**src/rtl/octal_key_selector.sv**
```systemverilog
`default_nettype none
// =============================================================================
// octal_key_selector: debounced up/down/clear pushbutton selector that drives
// a registered 16-bit one-hot word (all-zero = blank). Revision 1.0
// =============================================================================
module octal_key_selector #(
  parameter int DEBOUNCE_CYCLES = 500000,
  parameter int REPEAT_DELAY    = 25000000,
  parameter int REPEAT_RATE     = 5000000
) (
  input  logic        clk,
  input  logic        rst_n,
  input  logic        btn_up_n,
  input  logic        btn_down_n,
  input  logic        btn_clr_n,
  input  logic        blank,
  output logic [15:0] onehot,
  output logic [3:0]  value,
  output logic        step
);

  localparam int C_NBTN    = 3;
  localparam int C_NREP    = 2;
  localparam int C_BTN_CLR = 2;
  localparam int C_DB_W    = (DEBOUNCE_CYCLES > 2) ? $clog2(DEBOUNCE_CYCLES) : 1;
  localparam int C_TMR_MAX = (REPEAT_DELAY > REPEAT_RATE) ? REPEAT_DELAY : REPEAT_RATE;
  localparam int C_TMR_W   = (C_TMR_MAX > 2) ? $clog2(C_TMR_MAX) : 1;

  localparam logic [C_DB_W-1:0]  C_DB_LAST    = C_DB_W'(DEBOUNCE_CYCLES - 1);
  localparam logic [C_TMR_W-1:0] C_DELAY_LAST = C_TMR_W'(REPEAT_DELAY - 1);
  localparam logic [C_TMR_W-1:0] C_RATE_LAST  = C_TMR_W'(REPEAT_RATE - 1);

  typedef enum logic [1:0] {
    ST_IDLE   = 2'd0,
    ST_DELAY  = 2'd1,
    ST_REPEAT = 2'd2
  } rep_state_e;

  // Bit order: 0 = up, 1 = down, 2 = clear.
  logic [C_NBTN-1:0] btn_raw;
  logic [C_NBTN-1:0] pressed;
  logic [C_NREP-1:0] rep_ev;

  assign btn_raw = {btn_clr_n, btn_down_n, btn_up_n};

  // Two-flop synchroniser followed by a run-length debouncer per button.
  for (genvar i = 0; i < C_NBTN; i++) begin : g_btn
    logic [1:0]        sync_q;
    logic [C_DB_W-1:0] cnt_q, cnt_d;
    logic              stable_q, stable_d;

    always_comb begin
      cnt_d    = '0;
      stable_d = stable_q;
      if (sync_q[1] != stable_q) begin
        if (cnt_q == C_DB_LAST) begin
          stable_d = sync_q[1];
        end else begin
          cnt_d = cnt_q + C_DB_W'(1);
        end
      end
    end

    always_ff @(posedge clk or negedge rst_n) begin
      if (!rst_n) begin
        sync_q   <= 2'b11;
        cnt_q    <= '0;
        stable_q <= 1'b1;
      end else begin
        sync_q   <= {sync_q[0], btn_raw[i]};
        cnt_q    <= cnt_d;
        stable_q <= stable_d;
      end
    end

    assign pressed[i] = ~stable_q;
  end

  // Press / hold-to-repeat event generators for up and down.
  for (genvar j = 0; j < C_NREP; j++) begin : g_rep
    rep_state_e         state_q, state_d;
    logic [C_TMR_W-1:0] tmr_q, tmr_d;
    logic               ev;

    always_ff @(posedge clk or negedge rst_n) begin
      if (!rst_n) begin
        state_q <= ST_IDLE;
        tmr_q   <= '0;
      end else begin
        state_q <= state_d;
        tmr_q   <= tmr_d;
      end
    end

    always_comb begin
      state_d = state_q;
      tmr_d   = tmr_q + C_TMR_W'(1);
      ev      = 1'b0;
      case (state_q)
        ST_IDLE: begin
          tmr_d = '0;
          if (pressed[j]) begin
            state_d = ST_DELAY;
            ev      = 1'b1;
          end
        end
        ST_DELAY: begin
          if (!pressed[j]) begin
            state_d = ST_IDLE;
            tmr_d   = '0;
          end else if (tmr_q == C_DELAY_LAST) begin
            state_d = ST_REPEAT;
            tmr_d   = '0;
            ev      = 1'b1;
          end
        end
        ST_REPEAT: begin
          if (!pressed[j]) begin
            state_d = ST_IDLE;
            tmr_d   = '0;
          end else if (tmr_q == C_RATE_LAST) begin
            tmr_d = '0;
            ev    = 1'b1;
          end
        end
        default: begin
          state_d = ST_IDLE;
          tmr_d   = '0;
        end
      endcase
    end

    assign rep_ev[j] = ev;
  end

  // Clear fires once on the debounced press edge.
  logic clr_seen_q;
  logic clr_ev;

  assign clr_ev = pressed[C_BTN_CLR] & ~clr_seen_q;

  logic [3:0]  value_q, value_d;
  logic [15:0] onehot_q, onehot_d;
  logic        step_q, step_d;

  always_comb begin
    value_d = value_q;
    step_d  = 1'b0;
    if (clr_ev) begin
      value_d = 4'd0;
      step_d  = 1'b1;
    end else if (rep_ev[0] && !rep_ev[1]) begin
      value_d = value_q + 4'd1;
      step_d  = 1'b1;
    end else if (rep_ev[1] && !rep_ev[0]) begin
      value_d = value_q - 4'd1;
      step_d  = 1'b1;
    end
    // Built from the next value so onehot and value always agree.
    onehot_d = blank ? 16'h0000 : (16'h0001 << value_d);
  end

  always_ff @(posedge clk or negedge rst_n) begin
    if (!rst_n) begin
      clr_seen_q <= 1'b0;
      value_q    <= 4'd0;
      onehot_q   <= 16'h0001;
      step_q     <= 1'b0;
    end else begin
      clr_seen_q <= pressed[C_BTN_CLR];
      value_q    <= value_d;
      onehot_q   <= onehot_d;
      step_q     <= step_d;
    end
  end

  assign value  = value_q;
  assign onehot = onehot_q;
  assign step   = step_q;

endmodule
`default_nettype wire
```
**config.mk**
```make
export PLATFORM = sky130hd
export DESIGN_NAME = octal_key_selector
export DESIGN_NICKNAME = d
export VERILOG_FILES = /design/src/rtl/octal_key_selector.sv
export SDC_FILE = /design/constraint.sdc
export NUM_CORES = 1
export LEC_CHECK = 0
export BUFFER_PORTS_ARGS = -buffer_cell sky130_fd_sc_hd__buf_2
export CAP_MARGIN = 20
export CORE_ASPECT_RATIO = 0.8
export CORE_MARGIN = 5
export CORE_UTILIZATION = 45
export DETAILED_ROUTE_END_ITERATION = 10
export PLACE_DENSITY = 0.57
export RECOVER_POWER = 25
export SYNTH_ARGS = -nofsm -noshare
export SYNTH_HDL_FRONTEND = slang
export SYNTH_SLANG_ARGS = --single-unit
```
**constraint.sdc**
```tcl
create_clock -name clk -period 3.9 [get_ports clk]
set_input_delay 0.39 -clock clk [delete_from_list [all_inputs] [get_ports clk]]
set_output_delay 0.39 -clock clk [all_outputs]
set_load 0.005 [all_outputs]
```
==> Word level (Yosys, flattened, before mapping) <==
Cells that the tools add are included.
{ "word_totals": {"ff_bits": 142, "input_bits": 6, "output_inout_bits": 21, "word_cells": 104} }
{ "op_classes": {"addsub": 7, "eq_ne": 20, "n_shift": 1, "muxes": 45, "bitwise": 3, "n_reduce_logical": 11} }
{ "op_table": {"columns": ["op", "count"], "rows": [
  ["25-bit 2-to-1 mux", 8],
  ["19-bit 2-to-1 mux", 6],
  ["25-bit case mux with 2 select lines", 2],
  ["19-bit by 1-bit adder with 19-bit output (second input constant)", 3],
  ["19-bit equality test (second input constant)", 3],
  ["25-bit by 1-bit adder with 25-bit output (second input constant)", 2],
  ["25-bit by 23-bit equality test with 1-bit output (second input constant)", 2],
  ["25-bit equality test (second input constant)", 2],
  ["16-bit 2-to-1 mux", 1],
  ["2-bit 2-to-1 mux", 8],
  ["1-bit by 4-bit left shift with 16-bit output (first input constant)", 1],
  ["1-bit 2-to-1 mux", 13],
  ["4-bit 2-to-1 mux", 3],
  ["2-bit case mux with 3 select lines", 2],
  ["2-bit inequality test (second input constant)", 4],
  ["3-bit inequality test (second input constant)", 2],
  ["1-bit case mux with 3 select lines", 2],
  ["2-bit AND reduction", 3],
  ["3-bit AND reduction", 2],
  ["4-bit by 1-bit adder with 4-bit output (second input constant)", 1],
  ["2-bit by 1-bit equality test with 1-bit output (second input constant)", 2],
  ["2-bit equality test (second input constant)", 2],
  ["2-bit logical NOT", 2],
  ["4-bit by 1-bit subtractor with 4-bit output (second input constant)", 1],
  ["5 further kinds", 10]
]} }

==> Logic depth before layout (Yosys ltp) <==
{ "logic_depth": {"ltp_word": 11, "depth_mapped": 14, "ltp_nobuf": 13} }

==> Least setup slack after synthesis <==
Ideal clock, no wire load.
{ "synth_path": {"kind": "register to register", "from": "register g_rep[1].tmr_q[16]", "to": "register onehot_q[11], in the netlist onehot[11]", "setup_ps": 135, "t_arrival_ps": 3108, "required_time_ps": 3765, "path_slack_ps": 657, "path_stages_with_launch": 12, "n_path_buf": 0, "period_less_slack_ps": 3243, "cell_sequence": "dfrtp_1 or4_1 or4_1 nor4_1 nand2_1 a311o_1 ha_1 and4_1 a21oi_1 mux2_2 nand2_1 nor2_1"} }
{ "synth_between": {"elab_chain_cells": 10, "word_cells_on_any_way": 15, "classes_between": "2 x eq/ne; 1 x shift; 9 x mux; 3 x reduce/logical"} }
{ "synth_lines": {"columns": ["item", "line_no", "rtl"], "rows": [
  ["start, declared", "82", "logic [C_TMR_W-1:0] tmr_q, tmr_d;"],
  ["start signal, assigned", "91", "tmr_q <= tmr_d;"],
  ["25-bit by 23-bit equality test with 1-bit output / 25-bit equality test (equally long branches)", "121, 111", null],
  ["1-bit 2-to-1 mux, on equally long branches", "121, 111", null],
  ["1-bit 2-to-1 mux, on equally long branches", "118, 108", null],
  ["1-bit case mux with 3 select lines *", "99", "case (state_q)"],
  ["1-bit logical AND / 1-bit logical NOT (equally long branches)", "155, 152", null],
  ["4-bit 2-to-1 mux / 1-bit logical AND (equally long branches)", "155, 152", null],
  ["4-bit 2-to-1 mux *", "152", "end else if (rep_ev[0] && !rep_ev[1]) begin"],
  ["4-bit 2-to-1 mux *", "149", "if (clr_ev) begin"],
  ["1-bit by 4-bit left shift with 16-bit output *", "160", "onehot_d = blank ? 16'h0000 : (16'h0001 << value_d);"],
  ["16-bit 2-to-1 mux *", "160", null],
  ["via onehot_d[11]", "143", "logic [15:0] onehot_q, onehot_d;"],
  ["end signal, assigned", "172", "onehot_q <= onehot_d;"],
  ["end, declared", "143", null]
]} }
The timed path passes the listed nets; every way through them passes the cells marked *.
A chain may end at the register's enable or synchronous reset.

==> Final worst setup path <==
{ "layout_path": {"from": "register g_rep[1].tmr_q[16]", "to": "register onehot_q[10], in the netlist onehot[10]"} }
The elaborated chain is that of the path after synthesis.

==> results.md <==
- Status: finished, violations left
- Violated checks: capacitance limit, slew limit
- Critical R2R Launch: g_rep[1].tmr_q[16]$_DFF_PN0_
- Placed Instances: 903
- Adder-cell share of the synthesized area: 0.0309
- Pre-CTS setup slack: approximately 320 ps
- Reg2reg setup slack: 250 ps
- Switch share: 0.196
- Postcts setup bufs: 0
- Via count: 4938
- Compound-Gate Fraction of Synth Area: 0.0335
- Vias per Instance: between 5 and 6
- Routed wire per std cell: 14.1 um
- Peak supply drop: roughly 270 uV
- Maximum number of pins on one net before global-route repair: slightly below 100
- CP arrival: just under 4000 ps
- Cell Area, Placed: roughly 7200 um2
- Yosys warns: 0
- Fmax: 274 MHz
- H-tree levels: 4
- Grt total ovfl: 0
- TritonRoute pass-1 iters: 4
- Async SR Flop Fraction: 1.00
- TritonCTS clock tree: built
- Slew headroom: -0.589
- Hold Fails Final Rpt: 0
- Min cycle time layout: roughly 3600 ps
- Post-synthesis cell type count: 49
- Core region area: 15000 um2
- PostCTS Resize Cnt: 0
- Mux cell area share after synthesis: 0.00637
- Critical Path Source: g_rep[1].tmr_q[16]$_DFF_PN0_
- Layout area overhead: 14.3%
- Worst hold path type: input pin to flip-flop
- Main combinational cell family by area after synthesis: simple AND/OR/NAND/NOR gates
- Critical path buffer and inverter count: 0
- Cell Pwr Density: 432 nW/um2
- I/O Pins: 27
- Antenna violations before repair: 0
- Non-filler cells, final: 935
- Startpoint type of the worst setup path: flip-flop
- Post-Syn Nets: 723
- Fin crit share: 0.935
- DIE HEIGHT: 121 um
- Crit-path max FO: 8
- Top FF cell, synth: dfrtp_1
- HPWL Detailed: 8870 um
- WS Path Type: flip-flop to flip-flop
- Input/output buffers: 26
- Die Area: 17900 um2
- Number of diodes: 0
- Iter 0 DRT Violations: 233
- # hold bufs at CTS: 0
- ANT nets after route: 0
- Mapped cell area: 6880 um2
- Yosys top cell area share: 0.480
- Mean Syn Cell Area: around 10 um2
- CTS root buffer: clkbuf_16
- # nets final: 756
- Sum Neg Setup Slack: 0 ps
- Clock power share: 0.541
- Max Slew Vio Count: 97
- Vias in the first global route: 4845
- Simple-Gate Fraction of Synth Area: 0.259
- Setup-failing EPs final: 0
- Clock Latency Late Sink: 430 ps
- Filler cells: approximately 1400
- CTS Buf Count: 17
- Number of synthesized flops with an enable pin: 0
- GR Util All Layers: 0.156
- Die X: around 150 um
- Sw power: approximately 670 uW
- First-pass GRT wire length: 22900 um
- Synth top area cells: dfrtp_1 (48%), xor2_1 (8.8%), nor2_1 (8.2%), xnor2_1 (4.1%), dfstp_2 (3.8%)
- Final worst-path setup slack: 252 ps
- Worst slew pin tran: 2380 ps
- Sequential share of power: 0.441
- Unrepaired setup endpoints after global routing: false
- Top delay family on crit path: simple AND/OR/NAND/NOR gates
- Hold path start: btn_up_n
- Rows: 40
- Number of clock sinks: 142
- Share of cells above drive strength 1: 0.107
- Critical path cell sequence: or4_1 > or4_1 > nor4_1 > nand2_1 > a311o_1 > ha_1 > nor4_1 > a21oi_1 > mux2_2 > nand2_1 > nor2_1
- P_leak: 3.55 nW
- Clk slew on worst S/H paths: ~60 ps
- Synth Instances: 700
- Cell Int Power: between 2 and 3 mW
- Xor/xnor share of the synthesized area: 0.129
- Clock skew: 12.8 ps
- Hold EP: g_btn[0].sync_q[0]$_DFF_PN1_
- CP required: 4200 ps
- Seq/Total Area, Yosys: 0.519
- Reg-to-reg endpoint: onehot[10]$_DFF_PN0_
- Drt total wl: 13200 um
- Synth area leader: dfrtp_1
- Post-route cell area: 7860 um2
- Longest Clk Path Bufs: 2
- Max cap viols: 1
- Initial Utilization: 0.458
- # DRC: 0
- FF+latch count, synth: approximately 140
- GP Congestion: 0.825
- Worst R2R Path Depth: 11
- Critical path's slowest cell: or4_1
- Hold path depth: 1
- Logic pwr share: 0.018
- Critical Path Max Stage Delay: 520 ps
- CP endpoint kind: flip-flop
-- worst max-delay path by stage --
stage / slack, ps / to / cells past startpoint
2_1_floorplan: 660 / onehot[11]$_DFF_PN0_ / 11
3_3_place_gp: 430 / onehot[12]$_DFF_PN0_ / 11
3_5_place_dp: 320 / onehot[8]$_DFF_PN0_ / 11
4_1_cts: 290 / onehot[8]$_DFF_PN0_ / 11
5_1_grt: 60 / onehot[8]$_DFF_PN0_ / 11
6_report: 250 / onehot[10]$_DFF_PN0_ / 11
-- synthesized netlist by cell type, types with 2 or more instances --
library cell and n:
nor2_1 150, dfrtp_1 132, xor2_1 69, nand2_1 59
nand3_1 46, nand4_1 34, xnor2_1 32, inv_1 21
ha_1 17, nor4_1 16, nor3_1 14, and4_1 11
clkbuf_1 10, dfstp_2 10, a21oi_1 8, and3_1 8
o21ai_0 6, or4_1 6, and2_1 5, nor2b_1 4
or2_2 4, mux2_2 3, or3_1 3, buf_4 2
buf_6 2, nand2b_1 2, nor3b_1 2, nor4bb_1 2
o41a_1 2
-- layout by cell type (no fill, tap or decap), types with 2 or more instances in the layout --
cell type,n
nor2b_1,4
and3_1,8
buf_4,3
nor2_1,150
buf_2,25
and4_1,11
nand2b_1,2
and2_1,5
clkinv_2,3
inv_1,21
dfstp_2,9
nor4bb_1,2
o21ai_0,6
nand2_1,59
nand4_1,34
clkbuf_16,17
or4_1,6
nor4_1,16
clkbuf_8,2
mux2_2,3
dfrtp_1,132
clkbuf_1,2
nand3_1,46
nor3b_1,2
a21oi_1,8
or3_1,3
xor2_1,69
nor3_1,14
ha_1,17
bufinv_16,6
or2_2,4
xnor2_1,32
o41a_1,2
-- through the flow --
stage,power (mW),hold slack [ps],util
after global routing,3.51,50.6,0.523
after global placement,1.59,347,0.479
final,3.40,63.9,0.523
after detailed placement,1.59,350,0.479
after CTS,3.44,48.7,0.524
after floorplan,1.55,94.4,-
-- cell type report --
type / instances / area, um2 / area share
clock buffer: 21 / 460 / 0.0586
clock inverter: 11 / 211 / 0.0269
inverter: 21 / 78.8 / 0.0100
multi-input combinational: 522 / 3150 / 0.401
sequential: 142 / 3570 / 0.454
tap: 189 / 236 / 0.0301
timing repair buffer: 29 / 153 / 0.0194
-- layer usage --
metal,vias up,GRT usage,share of wire
li1,2451,-,-
met1,2417,0.223,0.52
met2,57,0.232,0.43
met3,13,0.0345,0.034
met4,0,0.0635,0.013
met5,-,0,0
-- flip-flops by register name (all words and copies together), names as in the netlist --
| register | cells |
|---|---|
| clr_seen_q | 1 |
| g_btn.cnt_q | 57 |
| g_btn.stable_q | 3 |
| g_btn.sync_q | 6 |
| g_rep.state_q | 4 |
| g_rep.tmr_q | 50 |
| onehot | 16 |
| step | 1 |
| value | 4 |
-- power by group through the flow --
stage                     Sequential (mW)  Combinational (mW)  Clock, mW
final                                1.50              0.0601       1.84
after global routing                 1.50              0.0726       1.94
after CTS                            1.50              0.0640       1.87
after detailed placement             1.52              0.0636          0
after global placement               1.52              0.0619          0
after floorplan                      1.52              0.0249          0
-- cells by family after synthesis --
logic type | after synthesis
DFF | 142
and+or+nand+nor | 371
adders and majority gates | 17
muxes | 4
xor gates and xnor gates | 101
buffers and inverters | 36
AOI/OAI and AO/OA | 29
Power figures use the tool's default switching activity.
